--- src/rtl/rom_stream_router.sv ---
// Routes a size-headed ROM download stream into 16-bit SDRAM word writes followed by
// byte writes into N_BRAM BRAM regions, with source backpressure and overflow detection.
module rom_stream_router #(
  parameter int unsigned       N_BRAM   = 6,
  parameter int unsigned       SDR_AW   = 25,
  parameter int unsigned       BRAM_AW  = 20,
  parameter logic [SDR_AW-1:0] SDR_BASE = '0
) (
  input  logic               CLK,
  input  logic               RSTn,
  input  logic               download,
  input  logic               ioctl_wr,
  input  logic [7:0]         ioctl_data,
  output logic               ioctl_wait,
  output logic [SDR_AW-1:0]  sdr_addr,
  output logic [15:0]        sdr_data,
  output logic [1:0]         sdr_be,
  output logic               sdr_req,
  input  logic               sdr_rdy,
  output logic [BRAM_AW-1:0] bram_addr,
  output logic [7:0]         bram_data,
  output logic [N_BRAM-1:0]  bram_cs,
  output logic               bram_wr,
  output logic               done,
  output logic               overflow
);

  localparam int unsigned RW = $clog2(N_BRAM + 2);
  localparam int unsigned HB = 2 * (N_BRAM + 1);

  typedef enum logic [2:0] {StIdle, StHdr, StSdr, StSdrWait, StBram, StFlush, StDone} state_e;

  state_e              r_state, w_state;
  logic [15:0]         r_size [N_BRAM+1];
  logic [15:0]         w_size [N_BRAM+1];
  logic [4:0]          r_hcnt, w_hcnt;
  logic                r_hdr_full, w_hdr_full;
  logic [RW-1:0]       r_reg, w_reg;
  logic [23:0]         r_cnt, w_cnt;
  logic                r_last, w_last;
  logic [7:0]          r_lo, w_lo;
  logic                r_half, w_half;
  logic [SDR_AW-1:0]   r_sdr_addr, w_sdr_addr;
  logic [15:0]         r_sdr_data, w_sdr_data;
  logic [1:0]          r_sdr_be, w_sdr_be;
  logic                r_sdr_req, w_sdr_req;
  logic [BRAM_AW-1:0]  r_bram_addr, w_bram_addr;
  logic [7:0]          r_bram_data, w_bram_data;
  logic [N_BRAM-1:0]   r_bram_cs, w_bram_cs;
  logic                r_bram_wr, w_bram_wr;
  logic                r_done, w_done;
  logic                r_overflow, w_overflow;

  logic                w_wait, w_accept, w_hit;
  logic [RW-1:0]       w_first, w_next;
  logic [23:0]         w_end, w_cnt_inc;
  logic [N_BRAM-1:0]   w_cs;

  // Region lookup: first nonzero region overall, next nonzero BRAM region after the current one.
  always_comb begin
    w_first = RW'(N_BRAM + 1);
    w_next  = RW'(N_BRAM + 1);
    w_end   = '0;
    for (int k = int'(N_BRAM); k >= 0; k--) begin
      if (r_size[k] != 16'd0) w_first = RW'(k);
      if (k >= 1 && r_size[k] != 16'd0 && RW'(k) > r_reg) w_next = RW'(k);
      if (r_reg == RW'(k)) w_end = {r_size[k], 8'h00};
    end
    for (int k = 0; k < int'(N_BRAM); k++) w_cs[k] = (r_reg == RW'(k + 1));
  end

  assign w_wait    = r_sdr_req | ((r_state == StHdr) & r_hdr_full);
  assign w_accept  = ioctl_wr & ~w_wait;
  assign w_cnt_inc = r_cnt + 24'd1;
  assign w_hit     = (w_cnt_inc == w_end);

  always_comb begin
    w_state     = r_state;
    w_size      = r_size;
    w_hcnt      = r_hcnt;
    w_hdr_full  = r_hdr_full;
    w_reg       = r_reg;
    w_cnt       = r_cnt;
    w_last      = r_last;
    w_lo        = r_lo;
    w_half      = r_half;
    w_sdr_addr  = r_sdr_addr;
    w_sdr_data  = r_sdr_data;
    w_sdr_be    = r_sdr_be;
    w_sdr_req   = r_sdr_req;
    w_bram_addr = r_bram_addr;
    w_bram_data = r_bram_data;
    w_bram_cs   = r_bram_cs;
    w_bram_wr   = 1'b0;
    w_done      = r_done;
    w_overflow  = r_overflow;

    unique case (r_state)
      StIdle: begin
        if (download) begin
          w_state    = StHdr;
          w_done     = 1'b0;
          w_overflow = 1'b0;
          w_hcnt     = '0;
          w_hdr_full = 1'b0;
          w_sdr_addr = SDR_BASE;
          w_half     = 1'b0;
          w_last     = 1'b0;
          w_cnt      = '0;
        end
      end
      StHdr: begin
        if (!download) begin
          w_state = StIdle;
        end else if (r_hdr_full) begin
          // Transition cycle: sizes are complete, pick the first populated region.
          w_hdr_full = 1'b0;
          w_reg      = w_first;
          w_cnt      = '0;
          if (w_first == '0)                 w_state = StSdr;
          else if (w_first <= RW'(N_BRAM))   w_state = StBram;
          else                               w_state = StDone;
        end else if (w_accept) begin
          for (int k = 0; k <= int'(N_BRAM); k++) begin
            if (int'(r_hcnt[4:1]) == k) begin
              if (!r_hcnt[0]) w_size[k][15:8] = ioctl_data;
              else            w_size[k][7:0]  = ioctl_data;
            end
          end
          if (r_hcnt == 5'(HB - 1)) w_hdr_full = 1'b1;
          else                      w_hcnt     = r_hcnt + 5'd1;
        end
      end
      StSdr: begin
        if (!download) begin
          if (r_half) begin
            w_state    = StFlush;
            w_sdr_data = {8'h00, r_lo};
            w_sdr_be   = 2'b01;
            w_sdr_req  = 1'b1;
            w_half     = 1'b0;
          end else begin
            w_state = StIdle;
          end
        end else if (w_accept) begin
          w_cnt  = w_hit ? 24'd0 : w_cnt_inc;
          w_last = w_hit;
          if (!r_half) begin
            w_lo   = ioctl_data;
            w_half = 1'b1;
          end else begin
            w_half     = 1'b0;
            w_sdr_data = {ioctl_data, r_lo};
            w_sdr_be   = 2'b11;
            w_sdr_req  = 1'b1;
            w_state    = StSdrWait;
          end
        end
      end
      StSdrWait: begin
        if (sdr_rdy) begin
          w_sdr_req  = 1'b0;
          w_sdr_addr = r_sdr_addr + SDR_AW'(2);
          if (!download) begin
            w_state = StIdle;
          end else if (r_last) begin
            w_last  = 1'b0;
            w_reg   = w_next;
            w_state = (w_next <= RW'(N_BRAM)) ? StBram : StDone;
          end else begin
            w_state = StSdr;
          end
        end
      end
      StBram: begin
        if (!download) begin
          w_state = StIdle;
        end else if (w_accept) begin
          w_bram_wr   = 1'b1;
          w_bram_data = ioctl_data;
          w_bram_addr = BRAM_AW'(r_cnt);
          w_bram_cs   = w_cs;
          w_cnt       = w_hit ? 24'd0 : w_cnt_inc;
          if (w_hit) begin
            w_reg   = w_next;
            w_state = (w_next <= RW'(N_BRAM)) ? StBram : StDone;
          end
        end
      end
      StFlush: begin
        if (sdr_rdy) begin
          w_sdr_req  = 1'b0;
          w_sdr_addr = r_sdr_addr + SDR_AW'(2);
          w_state    = StIdle;
        end
      end
      StDone: begin
        if (!download)     w_state    = StIdle;
        else if (w_accept) w_overflow = 1'b1;
      end
      default: w_state = StIdle;
    endcase

    if (w_state == StDone) w_done = 1'b1;
  end

  always_ff @(posedge CLK or negedge RSTn) begin
    if (!RSTn) begin
      r_state     <= StIdle;
      r_size      <= '{default: '0};
      r_hcnt      <= '0;
      r_hdr_full  <= 1'b0;
      r_reg       <= '0;
      r_cnt       <= '0;
      r_last      <= 1'b0;
      r_lo        <= '0;
      r_half      <= 1'b0;
      r_sdr_addr  <= '0;
      r_sdr_data  <= '0;
      r_sdr_be    <= '0;
      r_sdr_req   <= 1'b0;
      r_bram_addr <= '0;
      r_bram_data <= '0;
      r_bram_cs   <= '0;
      r_bram_wr   <= 1'b0;
      r_done      <= 1'b0;
      r_overflow  <= 1'b0;
    end else begin
      r_state     <= w_state;
      r_size      <= w_size;
      r_hcnt      <= w_hcnt;
      r_hdr_full  <= w_hdr_full;
      r_reg       <= w_reg;
      r_cnt       <= w_cnt;
      r_last      <= w_last;
      r_lo        <= w_lo;
      r_half      <= w_half;
      r_sdr_addr  <= w_sdr_addr;
      r_sdr_data  <= w_sdr_data;
      r_sdr_be    <= w_sdr_be;
      r_sdr_req   <= w_sdr_req;
      r_bram_addr <= w_bram_addr;
      r_bram_data <= w_bram_data;
      r_bram_cs   <= w_bram_cs;
      r_bram_wr   <= w_bram_wr;
      r_done      <= w_done;
      r_overflow  <= w_overflow;
    end
  end

  assign ioctl_wait = w_wait;
  assign sdr_addr   = r_sdr_addr;
  assign sdr_data   = r_sdr_data;
  assign sdr_be     = r_sdr_be;
  assign sdr_req    = r_sdr_req;
  assign bram_addr  = r_bram_addr;
  assign bram_data  = r_bram_data;
  assign bram_cs    = r_bram_cs;
  assign bram_wr    = r_bram_wr;
  assign done       = r_done;
  assign overflow   = r_overflow;

endmodule

--- config.mk ---
export PLATFORM = sky130hd
export DESIGN_NAME = rom_stream_router
export DESIGN_NICKNAME = d
export VERILOG_FILES = /design/src/rtl/rom_stream_router.sv
export SDC_FILE = /design/constraint.sdc
export NUM_CORES = 1
export LEC_CHECK = 0
export ABC_AREA = 0
export BUFFER_PORTS_ARGS = -buffer_cell sky130_fd_sc_hd__buf_4
export CORE_MARGIN = 8
export CORE_UTILIZATION = 30
export DETAILED_ROUTE_END_ITERATION = 8
export PLACE_DENSITY_LB_ADDON = 0.12
export SLEW_MARGIN = 0
export SYNTH_ARGS = -nofsm -noshare
export SYNTH_HDL_FRONTEND = slang
export SYNTH_SLANG_ARGS = --single-unit
--- constraint.sdc ---
create_clock -name CLK -period 5.6 [get_ports CLK]
set_clock_uncertainty 0.15 [all_clocks]
set_input_delay 0 -clock CLK [delete_from_list [all_inputs] [get_ports CLK]]
set_output_delay 0 -clock CLK [all_outputs]
set_load 0.05 [all_outputs]
# Yosys cells after proc, flatten, opt, wreduce, memory -nomap -nowiden
# Index checks and enable logic that the tools add are counted.
[word_totals]
ff_bits = 239
in_bits = 13
output_inout_bits = 82
wordCells = 250
[classes]
n_addsub = 3
magnitude_cmp = 8
n_eq_ne = 43
muxes = 100
bitwise_logic = 7
reduce_logical = 57
[ops]
columns = ["cell", "n"]
rows = [
  ["$mux 24", 13],
  ["$reduce_bool 16->1", 7],
  ["$reduce_and 6->1", 16],
  ["$mux 3", 31],
  ["$pmux 24 s3", 1],
  ["$mux 16", 4],
  ["$mux 25", 2],
  ["$pmux 25 s2", 1],
  ["$ne 2x2->1 const B", 17],
  ["$add 25x2->25 const B", 1],
  ["$mux 1", 25],
  ["$mux 5", 5],
  ["$add 24x1->24 const B", 1],
  ["$eq 24x24->1", 1],
  ["$eq 3x3->1 const B", 7],
  ["$pmux 3 s7", 1],
  ["$mux 2", 10],
  ["$reduce_and 4->1", 4],
  ["$reduce_bool 2->1", 8],
  ["$reduce_and 3->1", 5],
  ["$eq 3x2->1 const B", 4],
  ["$eq 4x4->1 const B", 3],
  ["$pmux 5 s2", 1],
  ["$gt 3x3->1 const A", 3],
  ["23 further kinds", 47],
]

# Logic depth before layout (Yosys ltp)
[logic_depth]
word_depth = 17
depth_mapped = 15
depth_no_buf = 10

# Worst setup path before layout
# Ideal clock, no wire load.
[synth_timing]
path_kind = "register -> register"
startpoint = "register r_reg[0]"
endpoint = "register r_reg[2]"
setup_ns = 0.126
arrival_ns = 2.858
t_required_ns = 5.324
path_slack_ns = 2.466
path_stages_with_launch = 12
n_path_buf = 2
synth_period_minus_slack_ns = 3.134
cell_sequence = "dfrtp_1 buf_4 buf_8 mux2i_1 a22o_1 or3_4 a2111o_1 and3_4 a211oi_4 nand3_4 or4b_1 o311a_1"
[synth_via]
elab_chain_len = 11
word_cells_on_any_way = 33
cone_classes = "order compare: 3; eq/ne: 8; mux: 17; reduce/logical: 5"
[synth_lines]
columns = ["element", "line", "rtl"]
rows = [
  ["start: declaration", "38", "logic [RW-1:0] r_reg, w_reg;"],
  ["start signal: assignment", "233", "r_reg <= w_reg;"],
  ["$eq 3x3->1", "67", "if (r_reg == RW'(k)) w_end = {r_size[k], 8'h00};"],
  ["$mux 24 (7 in a row)", "67", ""],
  ["$eq 24x24->1", "75", "assign w_hit = (w_cnt_inc == w_end);"],
  ["$ne 2x2->1 (no source line)", "-", ""],
  ["$reduce_and 9->1 (no source line)", "-", ""],
]
# Several ways; a longest one is shown, not always the timed one. The select of a mux whose other input is x is not followed.
# A chain may end at the register's enable or synchronous reset.

# Worst setup path after layout
[layout_timing]
startpoint = "register r_reg[0]"
endpoint = "register r_cnt[14]"
[layout_via]
elab_chain_len = 13
word_cells_on_any_way = 19
cone_classes = "eq/ne: 7; mux: 11; reduce/logical: 1"
[layout_lines]
columns = ["element", "line", "rtl"]
rows = [
  ["$eq 3x3->1", "67", ""],
  ["$mux 24 (6 in a row)", "67", ""],
  ["$mux 24 (*)", "67", ""],
  ["$eq 24x24->1 (*)", "75", ""],
  ["$mux 24 (*)", "146, 183", ""],
  ["$mux 24 (*)", "145, 178", ""],
  ["$mux 24 (*)", "176", "if (!download) begin"],
  ["$pmux 24 s3 (*)", "98", "unique case (r_state)"],
  ["end signal: assignment", "234", "r_cnt <= w_cnt;"],
  ["end: declaration", "39", "logic [23:0] r_cnt, w_cnt;"],
]
# Mark *: on every way between the ends. The rest lies on a longest branch, timed or not. The select of a mux whose other input is x is not followed.

==> impl_metrics.py <==
metrics = {
    "synthesis": {
        "netlist_instances": 1176,
        "synth_most_common_cell": "dfrtp_1",
        "ys.flop_type": "dfrtp_1",
        "synth_cell_types": 78,
        "avgSynthCellArea_um2": 10.6,
        "synth_top_cell_by_area": "dfrtp_1",
        "synth_edf_count": 0,
        "synth_top_cell_area_share_pct": 47.6,
        "ys_top_cells_by_count": "dfrtp_1 (238), mux2_2 (154), nand2_1 (108)",
        "synthSimpleGateAreaFrac_pct": 18.0,
        "syn_nets": 1193,
        "synth-seq-cells": 238,
        "seq_area_frac_synth_pct": 47.6,
        "synthArstFlopShare_pct": 100,
        "netlist_area_mm2": 0.0125,
        "synth_compound_area_share_pct": 10.5,
        "synth_xor_area_share_pct": 3.08,
        "ys_top_cells_by_area": "dfrtp_1 (48%), mux2_2 (14%), nand2_1 (3.2%)",
        "synth_top_family_by_area": "simple AND/OR/NAND/NOR gates",
        "yosysWarningCount": 0,
        "synth.area.mux_share_pct": 16.8,
        "synth_fa_ha_area_share_pct": 0.480,
    },
    "place": {
        "placed_cells": 1734,
        "dp_slack_ns": 1.32,
        "routabilityCongestion": 0.865,
        "placed_area_mm2": 0.0136,
        "hpwl_um": 27300,
        "io_buffer_count": 93,
    },
    "global_route": {
        "grt_pass1_wl_um": 60400,
        "grt_pass1_vias": 9658,
        "gr-usage-met3_pct": 2.66,
        "grt.met2_usage_pct": 25.3,
        "use_met1_pct": 22.2,
        "grt_max_degree": 122,
        "overflow": 0,
        "antenna_found_initial": 1,
        "busiest_layer": "met2",
        "grtUsageTotal_pct": 16.0,
    },
    "sta": {
        "fin_tns_setup_ns": 0,
        "tightest_slew_ns": 1.08,
        "finalMaxSlewViolations": 0,
        "post-route-min-period_ns": 4.33,
        "grt_setup_unrepaired": "false",
        "max_freq_mhz": 231,
        "slew_headroom_pct": 27.1,
        "fin_hold_ws_ns": -0.0330,
        "finalCritPeriodShare_pct": 77.3,
        "setup_viol": 0,
        "finalHoldViolCount": 21,
        "worst_slack_ns": 1.27,
    },
    "power_and_ir_drop": {
        "peakVddDrop_uv": 221,
        "p_comb_share_pct": 13.8,
        "leakagePower_nw": 6.72,
        "p_int_mw": 3.20,
        "p_sw_mw": 1.19,
        "p_seq_share_pct": 42.2,
        "powerDensity_mw_per_mm2": 298,
        "pwr-share-clk_pct": 44.1,
        "netSwitchingFraction_pct": 27.1,
    },
    "clocking": {
        "cts-root-buf": "clkbuf_16",
        "htree_levels": 1,
        "post-cts-setup-buffer-count": 0,
        "cts_resized": 0,
        "cts_tree": "built",
        "cts_made_buffers": 29,
        "cts.sinks": 238,
        "cts_buffer_depth": 3,
        "cts_hold_buf": 13,
        "clk_latency_ns": 0.56,
        "path_clk_slew_ns": 0.06,
    },
    "floorplan": {
        "core_mm2": 0.0410,
        "die_w_um": 220,
        "start_util_pct": 30.5,
        "num_io_pins": 95,
        "die_h_um": 220,
        "row_count": 74,
        "die_area_mm2": 0.0485,
    },
    "min_path": {
        "min_path_type": "input pin to async pin",
    },
    "routing": {
        "drc": 0,
        "dr.pass1.iters": 5,
        "wl_um": 38900,
        "via_per_inst": 5.41,
        "ant_nets": 0,
        "dr_total_vias": 9721,
        "drtIter0Drc": 567,
        "wl_per_cell_um": 21.6,
    },
    "critical_path": {
        "crit_type": "flip-flop to flip-flop",
        "ff2ff_path_depth": 9,
        "path_max_fanout": 38,
        "end_kind": "flip-flop",
        "required_ns": 5.85,
        "setup.worst_path.start_class": "flip-flop",
        "cp_data_arrival_time_ns": 4.57,
    },
    "flow_run": {
        "drv_cap": 0,
    },
    "final_layout": {
        "n_antenna_cell": 0,
        "regMostFlops": "r_size",
        "largest_register_ffs": 112,
        "area_delta_synth_final_pct": 17.8,
        "fillerInstances": 4157,
        "drive_above_1_share_pct": 25.7,
        "fin_cells": 1797,
        "post-route-cell-area_mm2": 0.0147,
        "layout.nets": 1263,
    },
    "run_status": {
        "status": "finished with violations",
        "violations": "negative hold slack",
    },
}
==> layer usage <==
layer,share of wire [%],vias up
li1,-,4502
met1,46,4944
met2,46,220
met3,5.0,55
met4,2.7,0
met5,0,-
==> worst paths after layout <==
kind | from | to | slack (ns)
max | r_reg[0] | r_cnt[14] | 1.27
min | RSTn | bram_addr[2] | -0.03
max reg2reg | r_reg[0] | r_cnt[14] | 1.27
min reg2reg | sdr_be[0] | sdr_be[0] | 0.32
max in group asynchronous | RSTn | r_lo[2] | 4.09
min in group CLK | sdr_rdy | sdr_req | 0.14
==> worst max-delay path, stage by stage (launching register included) <==
cell and delay, ns:
dfrtp_2 0.89, buf_4 0.41, nand2b_1 0.15, a21oi_1 0.07
o32ai_1 0.61, xnor2_1 0.20, a2111oi_0 0.38, or3_1 0.38
nor2b_2 0.71, o21ai_0 0.21
==> layout make-up <==
cell class	instances	area [um2]	share of cell area, %
tap	532	666	4.52
sequential	238	5960	40.4
inverter	20	75.1	0.510
timing repair buffer	117	943	6.40
multi-input combinational	840	6110	41.5
clock inverter	6	109	0.739
clock buffer	44	872	5.92
==> metrics by stage <==
stage	utilization, %	power [mW]
6_report	35.9	4.39
3_3_place_gp	33.2	2.48
2_1_floorplan	-	2.29
4_1_cts	35.9	4.48
5_1_grt	35.9	4.59
3_5_place_dp	33.2	2.48
==> placed cells by master, fill, tap and decap left out, types with 18 or more instances in the layout <==
cell,synthesis,final
dfrtp_1,238,237
mux2_2,154,154
nand2_1,108,108
buf_4,5,101
nor2_1,63,63
nand3_1,52,52
o21ai_0,39,39
a21oi_1,31,31
nor4_1,30,30
clkbuf_16,0,29
nand4_1,25,25
nand2b_1,25,25
mux2i_1,25,25
xnor2_1,24,24
or4_1,20,20
xor2_1,20,20
inv_1,18,18
==> power groups by stage <==
stage | combinational [mW] | sequential [mW] | clock (mW)
2_1_floorplan | 0.454 | 1.84 | 0
3_3_place_gp | 0.600 | 1.88 | 0
3_5_place_dp | 0.600 | 1.88 | 0
4_1_cts | 0.610 | 1.85 | 2.01
5_1_grt | 0.655 | 1.86 | 2.07
6_report | 0.605 | 1.85 | 1.94
==> cells by family after synthesis <==
| family | count (synthesis) |
|---|---|
| AOI/OAI and AO/OA | 187 |
| xor gates and xnor gates | 44 |
| adders and majority gates | 5 |
| buffers and inverters | 98 |
| DFF | 238 |
| muxes | 184 |
| other | 1 |
| and+or+nand+nor | 419 |
(Power assumes the default switching activity.)
